### src/rtl/clavier_ps2.sv
// PS/2 keyboard receiver: filters the PS/2 clock, deframes 11-bit words and
// decodes arrow / keypad make codes into one-cycle plus / moins pulses.
module clavier_ps2 #(
  parameter int unsigned FILTRE  = 8,
  parameter int unsigned TIMEOUT = 50000
) (
  input  logic       clk,
  input  logic       reset,
  input  logic       ps2Clk,
  input  logic       ps2Data,
  output logic       plus,
  output logic       moins,
  output logic [7:0] octet,
  output logic       octetValide,
  output logic       erreur
);

  localparam int unsigned FW = $clog2(FILTRE + 1);
  localparam int unsigned TW = $clog2(TIMEOUT + 1);

  typedef enum logic {REPOS, RECOIT} etat_t;

  etat_t        etat, etat_n;
  logic         clk_s1, clk_s2, dat_s1, dat_s2;
  logic         filt;
  logic [FW-1:0] fcnt;
  logic         fe;
  logic [10:0]  sr, sr_n;
  logic [10:0]  trame;
  logic [3:0]   nb, nb_n;
  logic [TW-1:0] tcnt, tcnt_n;
  logic [7:0]   octet_n;
  logic         ov_n, err_n;
  logic         etendu, relache;

  always_ff @(posedge clk) begin
    if (reset) begin
      clk_s1 <= 1'b1;
      clk_s2 <= 1'b1;
      dat_s1 <= 1'b1;
      dat_s2 <= 1'b1;
    end else begin
      clk_s1 <= ps2Clk;
      clk_s2 <= clk_s1;
      dat_s1 <= ps2Data;
      dat_s2 <= dat_s1;
    end
  end

  // The filtered level follows the synchronized clock only after FILTRE
  // consecutive cycles of disagreement; fe fires on the cycle it drops to 0.
  always_ff @(posedge clk) begin
    if (reset) begin
      filt <= 1'b1;
      fcnt <= '0;
    end else if (clk_s2 == filt) begin
      fcnt <= '0;
    end else if (fcnt == FW'(FILTRE - 1)) begin
      filt <= clk_s2;
      fcnt <= '0;
    end else begin
      fcnt <= fcnt + 1'b1;
    end
  end

  assign fe    = filt && !clk_s2 && (fcnt == FW'(FILTRE - 1));
  // Bits enter at the top so the first (start) bit ends up in sr[0].
  assign trame = {dat_s2, sr[10:1]};

  always_ff @(posedge clk) begin
    if (reset) begin
      etat        <= REPOS;
      sr          <= '0;
      nb          <= '0;
      tcnt        <= '0;
      octet       <= '0;
      octetValide <= 1'b0;
      erreur      <= 1'b0;
    end else begin
      etat        <= etat_n;
      sr          <= sr_n;
      nb          <= nb_n;
      tcnt        <= tcnt_n;
      octet       <= octet_n;
      octetValide <= ov_n;
      erreur      <= err_n;
    end
  end

  always_comb begin
    etat_n  = etat;
    sr_n    = sr;
    nb_n    = nb;
    tcnt_n  = tcnt;
    octet_n = octet;
    ov_n    = 1'b0;
    err_n   = 1'b0;
    case (etat)
      REPOS: begin
        tcnt_n = '0;
        if (fe) begin
          sr_n   = trame;
          nb_n   = 4'd1;
          etat_n = RECOIT;
        end
      end
      RECOIT: begin
        if (fe) begin
          sr_n   = trame;
          tcnt_n = '0;
          if (nb == 4'd10) begin
            if (!trame[0] && (^trame[9:1]) && trame[10]) begin
              octet_n = trame[8:1];
              ov_n    = 1'b1;
            end else begin
              err_n = 1'b1;
            end
            nb_n   = '0;
            etat_n = REPOS;
          end else begin
            nb_n = nb + 4'd1;
          end
        end else if (tcnt == TW'(TIMEOUT - 1)) begin
          err_n  = 1'b1;
          sr_n   = '0;
          nb_n   = '0;
          tcnt_n = '0;
          etat_n = REPOS;
        end else begin
          tcnt_n = tcnt + 1'b1;
        end
      end
      default: etat_n = REPOS;
    endcase
  end

  always_ff @(posedge clk) begin
    if (reset) begin
      etendu  <= 1'b0;
      relache <= 1'b0;
      plus    <= 1'b0;
      moins   <= 1'b0;
    end else begin
      plus  <= 1'b0;
      moins <= 1'b0;
      if (erreur) begin
        etendu  <= 1'b0;
        relache <= 1'b0;
      end else if (octetValide) begin
        if (octet == 8'hE0) begin
          etendu <= 1'b1;
        end else if (octet == 8'hF0) begin
          relache <= 1'b1;
        end else begin
          if (!relache) begin
            plus  <= (etendu && octet == 8'h74) || (!etendu && octet == 8'h79);
            moins <= (etendu && octet == 8'h6B) || (!etendu && octet == 8'h7B);
          end
          etendu  <= 1'b0;
          relache <= 1'b0;
        end
      end
    end
  end

endmodule

### config.mk
export PLATFORM = sky130hd
export DESIGN_NAME = clavier_ps2
export DESIGN_NICKNAME = d
export VERILOG_FILES = /design/src/rtl/clavier_ps2.sv
export SDC_FILE = /design/constraint.sdc
export NUM_CORES = 1
export LEC_CHECK = 0
export CORE_MARGIN = 10
export CORE_UTILIZATION = 65
export CTS_BUF_LIST = sky130_fd_sc_hd__clkbuf_8
export CTS_CLUSTER_SIZE = 30
export DETAILED_ROUTE_END_ITERATION = 12
export DONT_BUFFER_PORTS = 1
export PLACE_DENSITY = 0.84
export RECOVER_POWER = 50
export SYNTH_ARGS = -nofsm -noshare
export SYNTH_HDL_FRONTEND = slang
export SYNTH_SLANG_ARGS = --single-unit
export TNS_END_PERCENT = 100
### constraint.sdc
create_clock -name clk -period 2.1 [get_ports clk]
set_input_delay 0.315 -clock clk [delete_from_list [all_inputs] [get_ports clk]]
set_output_delay 0.315 -clock clk [all_outputs]
set_load 0.02 [all_outputs]
== Word-level counts from Yosys, hierarchy flattened ==
Index checks and enable logic that the tools add are counted.

* $add $sub $neg: 3
* Eq/ne operators: 13
* Multiplexer cells: 25
* Bitwise logic cells: 6
* Reduce and logical (&&, ||, !) cells: 24

{| class="wikitable"
|+ Operators with widths
! cell !! number
|-
| $mux W11 || 3
|-
| $eq A8 B7 Y1 const B || 4
|-
| $mux W16 || 2
|-
| $pmux W16 S2 || 1
|-
| $pmux W11 S2 || 1
|-
| $add A16 B1 Y16 const B || 1
|-
| $eq A16 B16 Y1 const B || 1
|-
| $eq A8 B8 Y1 const B || 2
|-
| $mux W4 || 4
|-
| $mux W1 || 12
|-
| $reduce_xor A9 Y1 || 1
|-
| $add A4 B1 Y4 const B || 2
|-
| $logic_and A1 B1 Y1 || 8
|-
| $pmux W4 S2 || 1
|-
| $reduce_and A2 Y1 || 4
|-
| $not A1 Y1 || 6
|-
| $reduce_or A6 Y1 || 1
|-
| $eq A4 B3 Y1 const B || 1
|-
| $eq A4 B4 Y1 const B || 1
|-
| $ne A2 B2 Y1 const B || 2
|-
| $reduce_and A4 Y1 || 1
|-
| $reduce_or A2 Y1 || 2
|-
| $reduce_or A4 Y1 || 1
|-
| $logic_not A1 Y1 || 3
|-
| 5 further kinds || 6
|}

* Register bits after elaboration: 55
* Output and inout port bits: 12

== Logic depth before layout (Yosys ltp) ==
* Depth in word-level cells: 6
* Depth in mapped cells: 8
* Depth with buffers taken out: 7

== Worst setup path after synthesis ==
OpenSTA, ideal clock, no wires.

* Path type: register -> register
* Start point: register tcnt[10]
* End point: register sr[1]
* Setup time: 0.128 ns
* Arrival time: 1.686 ns
* Required time: 1.972 ns
* Path slack: 0.286 ns
* Cell stages (with the launch flop): 7
* Path buffers: 1
* Cell sequence: dfxtp_1 > or4b_1 > nor4_4 > a21oi_2 > buf_6 > a22oi_1 > nor2_1

* Longest elaborated chain between the ends: 3

{| class="wikitable"
|+ Ends and longest elaborated chain
! item !! RTL line !! RTL
|-
| start: declaration || 31 || <nowiki>logic [TW-1:0] tcnt, tcnt_n;</nowiki>
|-
| start signal: assignment || 83 || <nowiki>tcnt <= tcnt_n;</nowiki>
|-
| $eq A16 B16 Y1 || 123 || <nowiki>end else if (tcnt == TW'(TIMEOUT - 1)) begin</nowiki>
|-
| $ne A3 B1 Y1 (no source line) || -- ||
|-
| $reduce_and A2 Y1 (no source line) || -- ||
|-
| end signal: assignment || 81 || <nowiki>sr <= sr_n;</nowiki>
|-
| end: declaration || 28 || <nowiki>logic [10:0] sr, sr_n;</nowiki>
|}

No other way between the ends.
A chain may end at the register's enable or synchronous reset.

== Worst setup path in the final report ==
* Start point: register tcnt[8]
* End point: register nb[2]

* Longest elaborated chain between the ends: 3

{| class="wikitable"
|+ Ends and longest elaborated chain
! item !! RTL line !! RTL
|-
| $eq A16 B16 Y1 || 123 ||
|-
| $ne A3 B1 Y1 (no source line) || -- ||
|-
| $reduce_and A2 Y1 (no source line) || -- ||
|-
| end signal: assignment || 82 || <nowiki>nb <= nb_n;</nowiki>
|-
| end: declaration || 30 || <nowiki>logic [3:0] nb, nb_n;</nowiki>
|}

No other way between the ends.

==> summary.txt <==
Status
  – Result of the run: complete, no violations

Layout
  – Count of antenna diodes in the layout: 0
  – Area Overhead vs Synth: 6.74%
  – Final cell area excluding filler cells: between 0.002 and 0.0025 sq mm
  – Fraction of layout cells with a size suffix above 1: a little under a tenth
  – Number of inserted filler cells in the final layout: about 250
  – Total number of nets in the final design: between 200 and 300

Synthesis
  – Sequential-to-total area share from yosys stat: approximately 47%
  – Async set or reset register ratio after synthesis: 0%
  – Number of enable flip-flop cells after synthesis: 0
  – Count of warnings emitted by yosys: 0
  – Netlist area before placement: between 0.002 and 0.0025 sq mm
  – Synth Area per Inst: 9.00 sq um
  – Post-Synthesis Cells: ~260
  – Primary flip-flop cell chosen by synthesis mapping: dfxtp_1
  – Yosys reg bits: 54
  – Synthesized Nets: 267
  – Number of distinct library cell variants in the gate-level netlist after synthesis: 40

Global route
  – First-pass GRT wire length: 7.53 mm
  – Global router's overall resource usage: about 14%
  – Pin count of the biggest net entering global routing: 33
  – Aggregate global routing overflow: 0
  – Number of antenna violations at the first check in global routing: 0
  – Via count of the first global-routing pass: about 1700

Floorplanning
  – Die height: between 70 and 80 um
  – Die Area: about 0.0064 sq mm
  – Number of ports placed on the die boundary: 16
  – Starting density of the core: about two thirds
  – Core outline area: 0.00339 sq mm
  – Rows: 21
  – Chip width: between 70 and 80 um

STA
  – Fmax: ~0.5 GHz
  – Max-slew headroom at the worst pin: between 60% and 70%
  – Final setup violation count: 0
  – Post-Route Setup TNS: 0 ns
  – Clock tree skew after final layout: 0.00965 ns
  – Final max-slew violation count: 0
  – Setup WS post-layout: 0.0903 ns
  – Setup repair after global routing missed its margin: false
  – Crit path time final: approximately 2 ns
  – Portion of the clock cycle consumed by the worst path in the final layout: a little over nine tenths
  – Hold Fails Final Rpt: 0
  – Minimum hold slack: just under 0.06 ns
  – Worst-margin pin slew: approximately 0.54 ns

Detailed routing
  – DR vias: ~1800
  – Number of remaining DRC errors: 0
  – Average vias per placed instance: just under 6
  – Detailed-route wire length: ~4.4 mm
  – Number of nets still failing antenna checks after routing: 0
  – Count of routing violations after the opening detailed-route iteration: 153
  – Mean routed wirelength per cell: 14.1 um
  – First drt pass iteration count: 4

Worst setup path
  – Worst R2R Setup Slack: roughly 0.09 ns
  – Signal arrival time at the worst endpoint: about 2.2 ns
  – End of the worst register-to-register path: nb[2]$_SDFFE_PP0P_
  – Critical Path Source Type: flop
  – Worst Path Required: between 2 and 2.5 ns
  – Endpoint type of the worst setup path: flop
  – Launching point of the worst reg2reg path: tcnt[8]$_SDFF_PP0_
  – FF-to-FF path depth: 5
  – CP Class: reg2reg
  – Highest net fanout along the worst path: 13

Placed design
  – Half-perimeter wire length after placement: between 2 and 3 mm
  – Count of input and output buffers: 0
  – Post-place instance area: 0.00237 sq mm
  – Post-placement worst setup slack: roughly 0.13 ns
  – Final weighted congestion in routability-driven placement: roughly 0.79

Clocking
  – Total number of clock tree sinks: 54
  – Clk Tree Root Cell: clkbuf_8
  – CTS Buf Count: 5
  – Hold Buf Count CTS: 0
  – Clock transition at the register clock pins on the worst setup and hold paths after CTS: approximately 0.11 ns
  – H-Tree Depth: 2
  – Worst skew pair latency: just over 0.3 ns
  – Number of buffers on the longest clock path: 2
  – Clock tree from TritonCTS: done

Pwr
  – Post-layout total power: roughly 1.6 mW
  – Static power due to leakage: ~0.85 nW
  – Power density over the cells: ~660 mW/mm^2
  – Worst VDD drop: between 0.4 and 0.5 mV

Min path
  – Hold crit path type: in2reg
  – Number of cells on the worst hold path: 1
  – Min-Delay Startpoint: reset
  – Worst Hold Path EP: octet[2]$_SDFFE_PP0P_

Run
  – Maxcap violations: 0
-- per-stage QoR --
step,cells,utilization [%]
after floorplan,258,-
after global placement,301,69.8
after detailed placement,301,69.8
after CTS,309,72.6
after global routing,311,73.1
final,311,73.1
-- state kept, by name, summed over array words and instances, names as in the netlist, 4 cells and up --
register  flops
fcnt          4
nb            4
octet         8
sr           10
tcnt         16
-- cells in the final DEF, fill, tap and decap left out, drive strengths merged, types with 2 or more instances in the layout --
cell	synthesis	final
dfxtp	54	54
nor2	41	41
nand3	16	16
a21oi	16	16
nand2	15	15
o21ai	15	15
a22oi	12	12
xor2	11	11
inv	7	9
xnor2	8	8
buf	6	8
nor3	7	7
or3	6	6
nand4	5	5
ha	5	5
clkbuf	3	5
or2	4	4
and3	3	3
nand3b	3	3
nor4	3	3
nor2b	2	2
or4bb	2	2
-- cells in the mapped netlist, types with 2 or more instances --
cell	number	area, sq um
ha_1	5	62.6
inv_1	7	26.3
nand3b_1	3	22.5
and3_1	3	18.8
xor2_1	11	96.3
buf_2	3	15.0
nand4_1	5	31.3
a21oi_1	15	75.1
a22oi_1	12	90.1
buf_6	2	22.5
xnor2_1	8	70.1
dfxtp_1	54	1080
nand2_1	15	56.3
nor4_1	2	12.5
or2_2	4	25.0
nand3_1	16	80.1
nor3_1	7	35.0
nor2b_1	2	12.5
or3_1	6	37.5
or4bb_1	2	22.5
nor2_1	41	154
o21ai_0	15	75.1
clkbuf_1	3	11.3
-- area by class of cell --
type	instances	area (sq um)	area share [%]
multi-input combinational	188	1160	46.7
sequential	54	1080	43.6
clock buffer	5	68.8	2.78
timing repair buffer	8	60.1	2.42
tap	46	57.6	2.32
clock inverter	3	26.3	1.06
inverter	7	26.3	1.06
-- critical path: stages (launching register included) --
cell	delay, ns
dfxtp_1	0.40
or4bb_1	0.56
nor4_4	0.39
a21oi_2	0.23
o21ai_0	0.22
a211oi_1	0.09
-- per-layer routing --
metal / vias up / wire length (um) / GRT usage [%]
met3: 8 / 254 / 4.50
li1: 911 / - / -
met1: 858 / 1980 / 16.7
met2: 42 / 2070 / 24.1
met4: 0 / 75 / 5.28
met5: - / 0 / 0
-- logic make-up (layout without fill, tap and decap cells) --
logic type / Yosys count / in the layout / synth area share, %
xor+xnor: 21 / 21 / 9.16
mux: 2 / 2 / 1.08
flops: 54 / 54 / 46.6
compound gates: 47 / 47 / 12.0
buf+inv: 16 / 23 / 3.56
fa+ha+maj: 5 / 5 / 2.70
simple gates: 113 / 113 / 24.9
-- how the worst max path moves through the flow --
| stage | from | to | cells after the start |
|---|---|---|---|
| after detailed placement | tcnt[10]$_SDFF_PP0_ | nb[2]$_SDFFE_PP0P_ | 5 |
| final | tcnt[8]$_SDFF_PP0_ | nb[2]$_SDFFE_PP0P_ | 5 |
| after CTS | tcnt[8]$_SDFF_PP0_ | nb[2]$_SDFFE_PP0P_ | 5 |
| after floorplan | tcnt[10]$_SDFF_PP0_ | sr[1]$_SDFFE_PP0P_ | 6 |
| after global routing | tcnt[13]$_SDFF_PP0_ | nb[2]$_SDFFE_PP0P_ | 5 |
| after global placement | tcnt[10]$_SDFF_PP0_ | nb[2]$_SDFFE_PP0P_ | 5 |
-- repair_timing --
item | 4_1_cts | 5_1_grt
setup endpoints to repair | 0 | 1
buffers inserted | 0 | 2
gates resized for setup | 0 | 0
-- where the power goes --
group / switching, mW / internal [mW]
sequential: 0.00156 / 1.03
combinational: 0.00545 / 0.00508
clock: 0.354 / 0.246
total: 0.361 / 1.28
Power figures use the tool's default switching activity.
